$ cat config.mk
export PLATFORM = sky130hd
export DESIGN_NAME = equiv_pair_gen
export DESIGN_NICKNAME = d
export VERILOG_FILES = /design/src/rtl/equiv_gen_pkg.sv /design/src/rtl/equiv_lfsr.sv /design/src/rtl/equiv_pair_gen.sv
export SDC_FILE = /design/constraint.sdc
export NUM_CORES = 1
export LEC_CHECK = 0
export ABC_AREA = 1
export BUFFER_PORTS_ARGS = -buffer_cell sky130_fd_sc_hd__buf_2
export CAP_MARGIN = 10
export CELL_PAD_IN_SITES_DETAIL_PLACEMENT = 0
export CELL_PAD_IN_SITES_GLOBAL_PLACEMENT = 2
export CORE_MARGIN = 2
export CORE_UTILIZATION = 34
export DETAILED_ROUTE_END_ITERATION = 7
export PLACE_DENSITY = 0.89
export SLEW_MARGIN = 15
export SYNTH_ARGS = -nofsm -noshare
export SYNTH_HDL_FRONTEND = slang
export SYNTH_SLANG_ARGS = --single-unit
$ cat constraint.sdc
create_clock -name clk -period 4.4 [get_ports clk]
set_clock_uncertainty 0.15 [all_clocks]
set_input_delay 0.22 -clock clk [delete_from_list [all_inputs] [get_ports clk]]
set_output_delay 0.22 -clock clk [all_outputs]
set_load 0.005 [all_outputs]
$ cat src/rtl/equiv_gen_pkg.sv
// Shared types and constants for the equivalence-pair generator.
//   state_e      : output-stage occupancy (StEmpty / StFull)
//   LfsrTap      : Galois right-shift feedback mask
//   DefaultSeed  : reset seed, also used when a zero seed is loaded
//   bit_reverse  : mirrors the low n bits of a vector
package equiv_gen_pkg;

    typedef enum logic {
        StEmpty = 1'b0,
        StFull  = 1'b1
    } state_e;

    localparam int unsigned MaxRevW     = 16;
    localparam int unsigned RevIdxW     = $clog2(MaxRevW);
    localparam logic [15:0] LfsrTap     = 16'hB400;
    localparam logic [15:0] DefaultSeed = 16'hACE1;

    // Reverses bits [n-1:0] of v into bits [n-1:0] of the result; upper bits are zero.
    function automatic logic [MaxRevW-1:0] bit_reverse(input logic [MaxRevW-1:0] v,
                                                       input int unsigned         n);
        logic [MaxRevW-1:0] r;
        r = '0;
        for (int unsigned i = 0; i < MaxRevW; i++) begin
            if (i < n) begin
                r[RevIdxW'(n - 1 - i)] = v[RevIdxW'(i)];
            end
        end
        return r;
    endfunction

endpackage

$ cat src/rtl/equiv_lfsr.sv
// Galois right-shift LFSR with synchronous load and zero-seed protection.
//   clk, rstN      : clock, asynchronous active-low reset (resets to SEED)
//   load_i         : load load_value_i (or SEED if load_value_i is zero); wins over advance
//   load_value_i   : seed to load
//   advance_i      : step the LFSR once
//   value_o        : current LFSR state
module equiv_lfsr #(
    parameter int unsigned       LFSR_W = 16,
    parameter logic [LFSR_W-1:0] SEED   = 16'hACE1,
    parameter logic [LFSR_W-1:0] TAP    = 16'hB400
) (
    input  logic              clk,
    input  logic              rstN,
    input  logic              load_i,
    input  logic [LFSR_W-1:0] load_value_i,
    input  logic              advance_i,
    output logic [LFSR_W-1:0] value_o
);

    logic [LFSR_W-1:0] lfsr_q, lfsr_d;

    always_comb begin
        lfsr_d = lfsr_q;
        if (load_i) begin
            // An all-zero state would lock the LFSR up, so substitute the default seed.
            lfsr_d = (load_value_i == '0) ? SEED : load_value_i;
        end else if (advance_i) begin
            lfsr_d = (lfsr_q >> 1) ^ (lfsr_q[0] ? TAP : '0);
        end
    end

    always_ff @(posedge clk or negedge rstN) begin
        if (!rstN) begin
            lfsr_q <= SEED;
        end else begin
            lfsr_q <= lfsr_d;
        end
    end

    assign value_o = lfsr_q;

endmodule

$ cat src/rtl/equiv_pair_gen.sv
// Generates a pseudo-random operand pair (d1, d2) whose truth values match a
// requested equivalence result: ((|d1) == (|d2)) == req_equiv.
//   clk, rstN              : clock, asynchronous active-low reset
//   seed_load, seed_value  : synchronous reseed; overrides all handshakes that cycle
//   req_valid/req_ready    : request handshake, req_equiv carries the wanted result
//   out_valid/out_ready    : output handshake for d1, d2, out_equiv
//   pair_count             : number of pairs consumed, wrapping 16-bit counter
module equiv_pair_gen
    import equiv_gen_pkg::*;
#(
    parameter int unsigned       N      = 8,
    parameter int unsigned       LFSR_W = 16,
    parameter logic [LFSR_W-1:0] SEED   = DefaultSeed
) (
    input  logic              clk,
    input  logic              rstN,
    input  logic              seed_load,
    input  logic [LFSR_W-1:0] seed_value,
    input  logic              req_valid,
    input  logic              req_equiv,
    output logic              req_ready,
    output logic              out_valid,
    input  logic              out_ready,
    output logic [N-1:0]      d1,
    output logic [N-1:0]      d2,
    output logic              out_equiv,
    output logic [15:0]       pair_count
);

    state_e            state_q, state_d;
    logic [N-1:0]      d1_q, d1_d;
    logic [N-1:0]      d2_q, d2_d;
    logic              equiv_q, equiv_d;
    logic [15:0]       count_q, count_d;

    logic              accept;
    logic              xfer;
    logic [LFSR_W-1:0] lfsr_val;

    // Request handshake
    assign req_ready = !seed_load && ((state_q == StEmpty) || out_ready);
    assign accept    = req_valid && req_ready;
    assign xfer      = (state_q == StFull) && out_ready;

    equiv_lfsr #(
        .LFSR_W (LFSR_W),
        .SEED   (SEED),
        .TAP    (LFSR_W'(LfsrTap))
    ) u_lfsr (
        .clk          (clk),
        .rstN         (rstN),
        .load_i       (seed_load),
        .load_value_i (seed_value),
        .advance_i    (accept),
        .value_o      (lfsr_val)
    );

    // Pair forming from the pre-advance LFSR value
    logic               z1;
    logic               t2;
    logic [N-1:0]       lo;
    logic [N-1:0]       nz;
    logic [MaxRevW-1:0] rev_full;
    logic [N-1:0]       nz_rev;
    logic [N-1:0]       gen_d1;
    logic [N-1:0]       gen_d2;

    // Top two LFSR bits zero (~1/4 of states) forces d1 to zero.
    assign z1       = (lfsr_val[LFSR_W-1 -: 2] == 2'b00);
    assign lo       = lfsr_val[N-1:0];
    // Non-zero operand value: zero low bits would make a "true" operand false.
    assign nz       = (lo == '0) ? N'(1) : lo;
    assign rev_full = bit_reverse(MaxRevW'(nz), N);
    assign nz_rev   = rev_full[N-1:0];
    assign gen_d1   = z1 ? '0 : nz;
    // d2 is true exactly when its truth value must match (equiv) or oppose (differ) d1.
    assign t2       = req_equiv ? !z1 : z1;
    assign gen_d2   = t2 ? nz_rev : '0;

    // Bits not consumed by pair forming.
    logic [LFSR_W-1:0]  lfsr_unused;
    logic [MaxRevW-1:0] rev_unused;
    assign lfsr_unused = lfsr_val;
    assign rev_unused  = rev_full;

    // Next-state logic
    always_comb begin
        state_d = state_q;
        d1_d    = d1_q;
        d2_d    = d2_q;
        equiv_d = equiv_q;
        count_d = count_q;

        if (seed_load) begin
            // Reseed discards any pending pair without counting it.
            state_d = StEmpty;
        end else begin
            if (xfer) begin
                count_d = count_q + 16'd1;
            end
            if (accept) begin
                state_d = StFull;
                d1_d    = gen_d1;
                d2_d    = gen_d2;
                equiv_d = req_equiv;
            end else if (xfer) begin
                state_d = StEmpty;
            end
        end
    end

    always_ff @(posedge clk or negedge rstN) begin
        if (!rstN) begin
            state_q <= StEmpty;
            d1_q    <= '0;
            d2_q    <= '0;
            equiv_q <= 1'b0;
            count_q <= '0;
        end else begin
            state_q <= state_d;
            d1_q    <= d1_d;
            d2_q    <= d2_d;
            equiv_q <= equiv_d;
            count_q <= count_d;
        end
    end

    assign out_valid  = (state_q == StFull);
    assign d1         = d1_q;
    assign d2         = d2_q;
    assign out_equiv  = equiv_q;
    assign pair_count = count_q;

endmodule
; ---- Word level (Yosys, flattened, before mapping)
; Cells that the tools add are included.
[word_totals]
regBits = 50
output_inout_bits = 35
word_cells = 34
inputBits = 22
[classes]
mux = 11
n_addsub = 1
n_reduce_logical = 13
bitwise_logic = 3
[op_table]
columns = cell, count
row1 = $mux 16, 4
row2 = $mux 8, 3
row3 = $add 16x1->16 const B, 1
row4 = $logic_not 16->1, 1
row5 = $xor 15x16->16, 1
row6 = $logic_not 8->1, 1
row7 = $mux 1, 4
row8 = $reduce_and 2->1, 2
row9 = $logic_and 1x1->1, 3
row10 = $reduce_bool 3->1, 1
row11 = $logic_not 1->1, 2
row12 = $logic_not 2->1, 1
row13 = $not 1->1, 2
row14 = $reduce_bool 2->1, 1
row15 = $logic_or 1x1->1, 1

; ---- Depth between registers and ports, before layout
; Gate-level depths: netlist of the first run.
[depth]
ltp_word = 6
depth_mapped = 8
ltp_nobuf = 8

; ---- Hierarchy
; From an unflattened synthesis of the first run, not the netlist that was laid out.
[unflattened]
hier_cells = 317
area_unflattened_um2 = 2517.4
[by_module_without_submodules]
columns = module, instances, cells_each, seq_area_each_um2, area_each_um2
row1 = equiv_pair_gen, 1, 190, 850.8, 1589.0
row2 = equiv_lfsr, 1, 127, 410.4, 928.4

; ---- Least setup slack after synthesis of the first run
; OpenSTA, ideal clock, no wires.
[synth_path]
path_kind = reg2reg
startpoint = register count_q[0], in the netlist pair_count[0]
endpoint = register count_q[8], in the netlist pair_count[8]
setup_slack_ns = 2.959
required_ns = 4.124
stages_incl_launch_ff = 8
setup_ns = 0.126
n_path_buf = 0
t_arrival_ns = 1.165
synth_period_minus_slack_ns = 1.441
cell_sequence = dfrtp_1 > ha_1 > inv_1 > nor2_1 > nand2_1 > xor2_1 > nand2_1 > o21ai_0
[synth_between]
elab_chain_len = 1
[synth_rtl]
columns = item, line_no
row1 = "start, declared", equiv_pair_gen.sv:34  ; logic [15:0] count_q, count_d;
row2 = "start signal, assigned", equiv_pair_gen.sv:124  ; count_q <= count_d;
row3 = $add 16x1->16, equiv_pair_gen.sv:99  ; count_d = count_q + 16'd1;
; No other way between the ends.
; A chain may end at the register's enable or synchronous reset.

; ---- Worst setup path in the final report of the first run
[layout_path]
startpoint = register state_q, in the netlist out_valid
endpoint = register d1_q[2], in the netlist d1[2]
[layout_between]
elab_chain_len = 5
[layout_rtl]
columns = item, line_no
row1 = "start, declared", equiv_pair_gen.sv:30  ; state_e state_q, state_d;
row2 = "start signal, assigned", equiv_pair_gen.sv:114  ; state_q <= StEmpty;
row3 = "start signal, assigned", equiv_pair_gen.sv:120  ; state_q <= state_d;
row4 = $not 1->1, equiv_pair_gen.sv:41  ; assign req_ready = !seed_load && ((state_q == StEmpty) || out_ready);
row5 = $logic_or 1x1->1, equiv_pair_gen.sv:41
row6 = $logic_and 1x1->1, equiv_pair_gen.sv:41
row7 = $logic_and 1x1->1, equiv_pair_gen.sv:42  ; assign accept = req_valid && req_ready;
row8 = $reduce_and 2->1 (no line), -
row9 = "end signal, assigned", equiv_pair_gen.sv:115  ; d1_q <= '0;
row10 = "end signal, assigned", equiv_pair_gen.sv:121  ; d1_q <= d1_d;
row11 = "end, declared", equiv_pair_gen.sv:31  ; logic [N-1:0] d1_q, d1_d;
; No other way between the ends.

==> impl_metrics.yaml, run 1 <==
die:
  die_w_um: 90.9
  start_util_pct: 35.2
  die_h_um: 90.9
  die_area_um2: 8250
  row_count: 31
  io_pins: 57
  core-area_um2: 7290
sta:
  fin_crit_sh_pct: 36.4
  slew_headroom_pct: 56.7
  setup_tns_ps: 0
  finalSetupViolCount: 0
  whs_ps: 7.01
  report.final.slew_viol_count: 0
  max_slew.worst_pin.slew_ps: 649
  hold_viol: 0
  rsz0062_at_grt: "false"
  fmax_mhz: 624
  fin_crit_ps: 1600
  setup_slack_ps: 2800
min_path:
  worstHoldEndpoint: "u_lfsr.value_o[9]"
  holdCritPathClass: "in2reg"
  min_path_cells: 3
  min_from: "seed_value[9]"
routing:
  ant_nets: 0
  first_pass_iters: 4
  drtIter0Drc: 99
  num_vias: 2082
  wl_per_cell_um: 12.1
  drc: 0
  avgViaCountPerCell: 4.50
  totalWireLength_mm: 5.61
critical_path:
  cp.arrival_ps: 1680
  timing.rr.end: "d1[2]"
  crit_fanout: 23
  endpoint_kind: "register"
  worstSetupPathType: "reg2reg"
  cp-start-kind: "register"
  rrSetupSlack_ps: 2800
  reg2reg_depth: 5
  required_ps: 4480
  timing.rr.start: "out_valid"
cells_and_area:
  area_growth_pct: 18.9
  final_nets: 386
  antenna_cells: 0
  postLayoutCoreUtil_pct: 41.8
  drive_gt1_share_pct: 26.4
  fin_area_um2: 3050
  layout_commonest_cell: "nand2_1"
  layout_common_cells: "nand2_1, buf_2, dfrtp_1"
  final_cells: 463
synthesis:
  syn_avg_cell_area_um2: 8.41
  synth_cell_types: 33
  yosysTopAreaCell: "dfrtp_1"
  ys_seq_area_share_pct: 49.2
  ys_ff_latch: 50
  ys_warn_count: 0
  syn_area_um2: 2560
  synth.net_count: 328
  yosysTopAreaCellShare_pct: 41.0
  synth_cells: 305
  yosys-top-cells-area: "dfrtp_1, nand2_1, dfstp_2"
clock_tree:
  cts_tree: "built"
  clk_pin_slew_ps: 100
  postCtsSetupBuffers: 0
  cts.sinks: 50
  clock-root-buffer: "clkbuf_8"
  ctsResizeCount: 0
  cts_made_buffers: 5
  hold_buffers: 2
  clock_latency_ps: 300
  htreeDepth: 2
  clock_path_buffers: 2
global_route:
  antenna_found_initial: 0
  grt_pass1_vias: 2095
  grt_max_degree: 51
  grt_use_total_pct: 14.8
  grt_overflow: 0
  grt_pass1_wl_mm: 9.86
power_and_ir_drop:
  pwr-share-seq_pct: 51.8
  vdd_drop_max_v: 0.000137
  p_per_area_nw_per_um2: 377
  p_leak_nw: 1.58
  pwr-share-comb_pct: 19.4
  p_clk_share_pct: 28.7
  netSwitchingPower_mw: 0.350
  finalPower_mw: 1.15
  p_sw_share_pct: 30.4
  p_int_mw: 0.801
placement:
  place_hpwl_mm: 4.13
  routabilityCongestion: 0.745
  placed_cells: 453
  place_ws_ps: 2760
  port_buffers: 56
  detailed_place.area_um2: 2920
run_status:
  status: "finished clean"
run:
  cap_violations: 0
[worst max-delay path, stage by stage (launching register included)]
cell     delay (ps)
dfrtp_1         460
a21oi_4         200
nand2_4         200
inv_4           220
nand2_1         130
o21ai_0         170
[layer usage]
| metal | vias to the layer above | share of wire (%) | global-route usage, % |
|---|---|---|---|
| met5 | - | 0 | 0 |
| met4 | 0 | 1.4 | 4.29 |
| met3 | 5 | 3.9 | 3.42 |
| met2 | 35 | 45 | 23.8 |
| met1 | 970 | 49 | 20.1 |
| li1 | 1072 | - | - |
[final cells by class]
class / count / area, um2
clock buffers: 5 / 68.8
flip-flops and latches: 50 / 1260
well taps: 99 / 124
clock inverters: 3 / 45.0
multi-input cells: 220 / 1140
inverters: 27 / 104
repair buffers: 59 / 308
fillers: 798 / 4240
[flip-flops by register name, indices dropped and copies added (netlist names)]
| signal | cells |
|---|---|
| pair_count | 16 |
| u_lfsr.value_o | 16 |
| d1 | 8 |
| d2 | 8 |
| out_equiv | 1 |
| out_valid | 1 |
[power by group through the flow]
stage	logic, mW	registers (mW)	clock network (mW)
global placement	0.224	0.606	0
detailed placement	0.228	0.607	0
global route	0.257	0.609	0.361
floorplan	0.132	0.599	0
CTS	0.230	0.598	0.339
finish	0.224	0.597	0.331
[cell usage after synthesis]
cell type and n:
a21oi_4 1, nor2_8 2, nand4_1 2, o22ai_1 1, o21ai_2 4, ha_1 1, nand3b_1 3, xor2_4 1
nand2_2 4, o21bai_1 1, nand2_1 118, nor2_2 1, inv_2 1, nand4_4 1, o21ai_0 16, buf_6 3
inv_1 25, nand3_4 1, nand2_4 2, buf_2 3, buf_4 1, xor2_1 6, xnor2_1 5, clkbuf_1 1
nor2_1 27, inv_4 1, nand3_2 1, nand3_1 15, dfstp_2 8, dfrtp_1 42, nor2_4 3, o211ai_1 3
a21oi_1 1
[cell families after synthesis]
logic type      synth area share [%]
compound gates                  6.73
flops                           49.2
buf+inv                         6.39
fa+ha+maj                      0.488
simple gates                    32.4
xor+xnor                        4.83
[worst max-delay path by stage]
| stage | start | to | slack (ps) | cells past startpoint |
|---|---|---|---|---|
| 2_1_floorplan | pair_count[0] | pair_count[8] | 2960 | 7 |
| 3_3_place_gp | seed_load | u_lfsr.value_o[12] | 2810 | 7 |
| 3_5_place_dp | seed_load | d2[4] | 2760 | 6 |
| 4_1_cts | out_valid | d2[4] | 2790 | 5 |
| 5_1_grt | pair_count[0] | pair_count[8] | 2620 | 7 |
| 6_report | out_valid | d1[2] | 2800 | 5 |
Note: power is estimated with default switching activity, not from simulation.
==> inputs of run 2 (changes only) <==
--- a/config.mk
+++ b/config.mk
@@ -11,9 +11,9 @@
 export CELL_PAD_IN_SITES_DETAIL_PLACEMENT = 0
 export CELL_PAD_IN_SITES_GLOBAL_PLACEMENT = 2
 export CORE_MARGIN = 2
-export CORE_UTILIZATION = 34
+export CORE_UTILIZATION = 28
 export DETAILED_ROUTE_END_ITERATION = 7
-export PLACE_DENSITY = 0.89
+export PLACE_DENSITY = 0.78
 export SLEW_MARGIN = 15
 export SYNTH_ARGS = -nofsm -noshare
 export SYNTH_HDL_FRONTEND = slang
==> constraint.sdc (replaced) <==
create_clock -name clk -period 1.4 [get_ports clk]
set_clock_uncertainty 0.15 [all_clocks]
set_input_delay 0.07 -clock clk [delete_from_list [all_inputs] [get_ports clk]]
set_output_delay 0.07 -clock clk [all_outputs]
set_load 0.005 [all_outputs]
==> impl_metrics.yaml, run 2 (synthesized netlist as in run 1, its figures left out) <==
run_status:
  status: "finished with violations"
  violations: "setup timing"
cells_and_area:
  fin_area_um2: 3700
  area_growth_pct: 44.1
  final_nets: 438
  layout_commonest_cell: "nand2_1"
  antenna_cells: 0
  layout_common_cells: "nand2_1, buf_2, dfrtp_1"
  drive_gt1_share_pct: 37.5
power_and_ir_drop:
  vdd_drop_max_v: 0.000418
  finalPower_mw: 3.86
  p_per_area_nw_per_um2: 1050
  p_leak_nw: 1.89
critical_path:
  cp.arrival_ps: 1520
  slowest_delay_ps: 440
  cp-start-kind: "register"
  endpoint_kind: "register"
  path_cells: "a21oi_4 > nand2_8 > inv_8 > nand2_2 > o21ai_0"
  worstSetupPathType: "reg2reg"
  crit_fanout: 8
  cp_slowest_cell: "dfrtp_1"
  required_ps: 1480
run:
  cap_violations: 0
die:
  start_util_pct: 29.1
  row_count: 34
  die_area_um2: 9940
  die_w_um: 99.7
  die_h_um: 99.7
  io_pins: 57
  core-area_um2: 8810
clock_tree:
  cts_made_buffers: 5
  htreeDepth: 2
  clock-root-buffer: "clkbuf_8"
  cts_tree: "built"
  clock_latency_ps: 320
  cts.sinks: 50
  clk_pin_slew_ps: 110
  clock_path_buffers: 2
global_route:
  grt_pass1_wl_mm: 10.6
  grt_pass1_vias: 2183
  grt_max_degree: 51
  antenna_found_initial: 0
  grt_use_total_pct: 13.3
  grt_overflow: 0
routing:
  first_pass_iters: 4
  drtIter0Drc: 85
  num_vias: 2340
  wl_per_cell_um: 12.5
  ant_nets: 0
  drc: 0
  totalWireLength_mm: 6.54
  avgViaCountPerCell: 4.47
sta:
  setup_slack_ps: -39.8
  hold_viol: 0
  max_slew.worst_pin.slew_ps: 302
  slew_headroom_pct: 79.8
  fmax_mhz: 695
  fin_crit_ps: 1440
  finalSetupViolCount: 3
  fin_crit_sh_pct: 103
  rsz0062_at_grt: "true"
  report.final.slew_viol_count: 0
placement:
  port_buffers: 56
  detailed_place.area_um2: 3100
  place_ws_ps: -8.99
  routabilityCongestion: 0.743
  place_hpwl_mm: 4.47
min_path:
  holdCritPathClass: "in2reg"
==> run 2: what timing repair did <==
item / CTS / global route
pin swaps: 0 / 16
hold buffers: 20 / 0
cloned: 0 / 4
endpoints found under the setup margin: 8 / 37
resized for setup: 1 / 58
setup buffers: 1 / 9
endpoints found under the hold margin: 68 / 0
==> run 2: final cells by class <==
type / count / area, um2
sequential: 50 / 1260
tap: 108 / 135
inverter: 27 / 121
clock inverter: 3 / 28.8
clock buffer: 5 / 68.8
timing repair buffer: 110 / 818
multi-input combinational: 220 / 1250
timing repair inverter: 1 / 11.3
fill: 913 / 5110
==> run 2: stage by stage <==
step                      TNS, ps  hold WS, ps  utilization, %  instances
final                       -78.6          106            42.0        524
after detailed placement    -13.1        -63.2            35.2        482
after floorplan                 0         -376               -        305
after global routing        -1010          127            42.0        524
after global placement          0        -65.0            35.2        482
after CTS                   -53.6         37.4            38.7        511
==> run 2: worst max-delay path: cells and delay by family (launching register included) <==
kind                   cells  cell delay, ps
flip-flops                 1             440
AO/OA/AOI/OAI              2             410
AND/OR/NAND/NOR            2             240
buffers and inverters      1             110
==> run 2: path summary, 6_finish.rpt <==
path	from	endpoint	slack, ps	cells after the start
setup / recovery	out_valid	d2[4]	-40	5
max in group asynchronous	rstN	u_lfsr.value_o[0]	690	3
min in group asynchronous	rstN	u_lfsr.value_o[12]	120	3
setup reg to reg	out_valid	d2[4]	-40	5
hold reg to reg	d2[7]	d2[7]	330	2
hold / removal	seed_load	u_lfsr.value_o[15]	110	4
==> run 2: per-layer routing <==
metal	track usage [%]	routed length, um	vias to the layer above
li1	-	-	1176
met4	4.53	127	0
met1	18.5	3010	1116
met5	0	0	-
met3	1.90	212	10
met2	21.2	3190	38
==> run 2: power by group <==
group / switching (mW) / leakage, nW / internal [mW] / total, mW
Clock: 0.554 / 0.0506 / 0.375 / 0.929
Combinational: 0.517 / 1.22 / 0.547 / 1.06
Sequential: 0.188 / 0.622 / 1.68 / 1.87
Total: 1.26 / 1.89 / 2.60 / 3.86
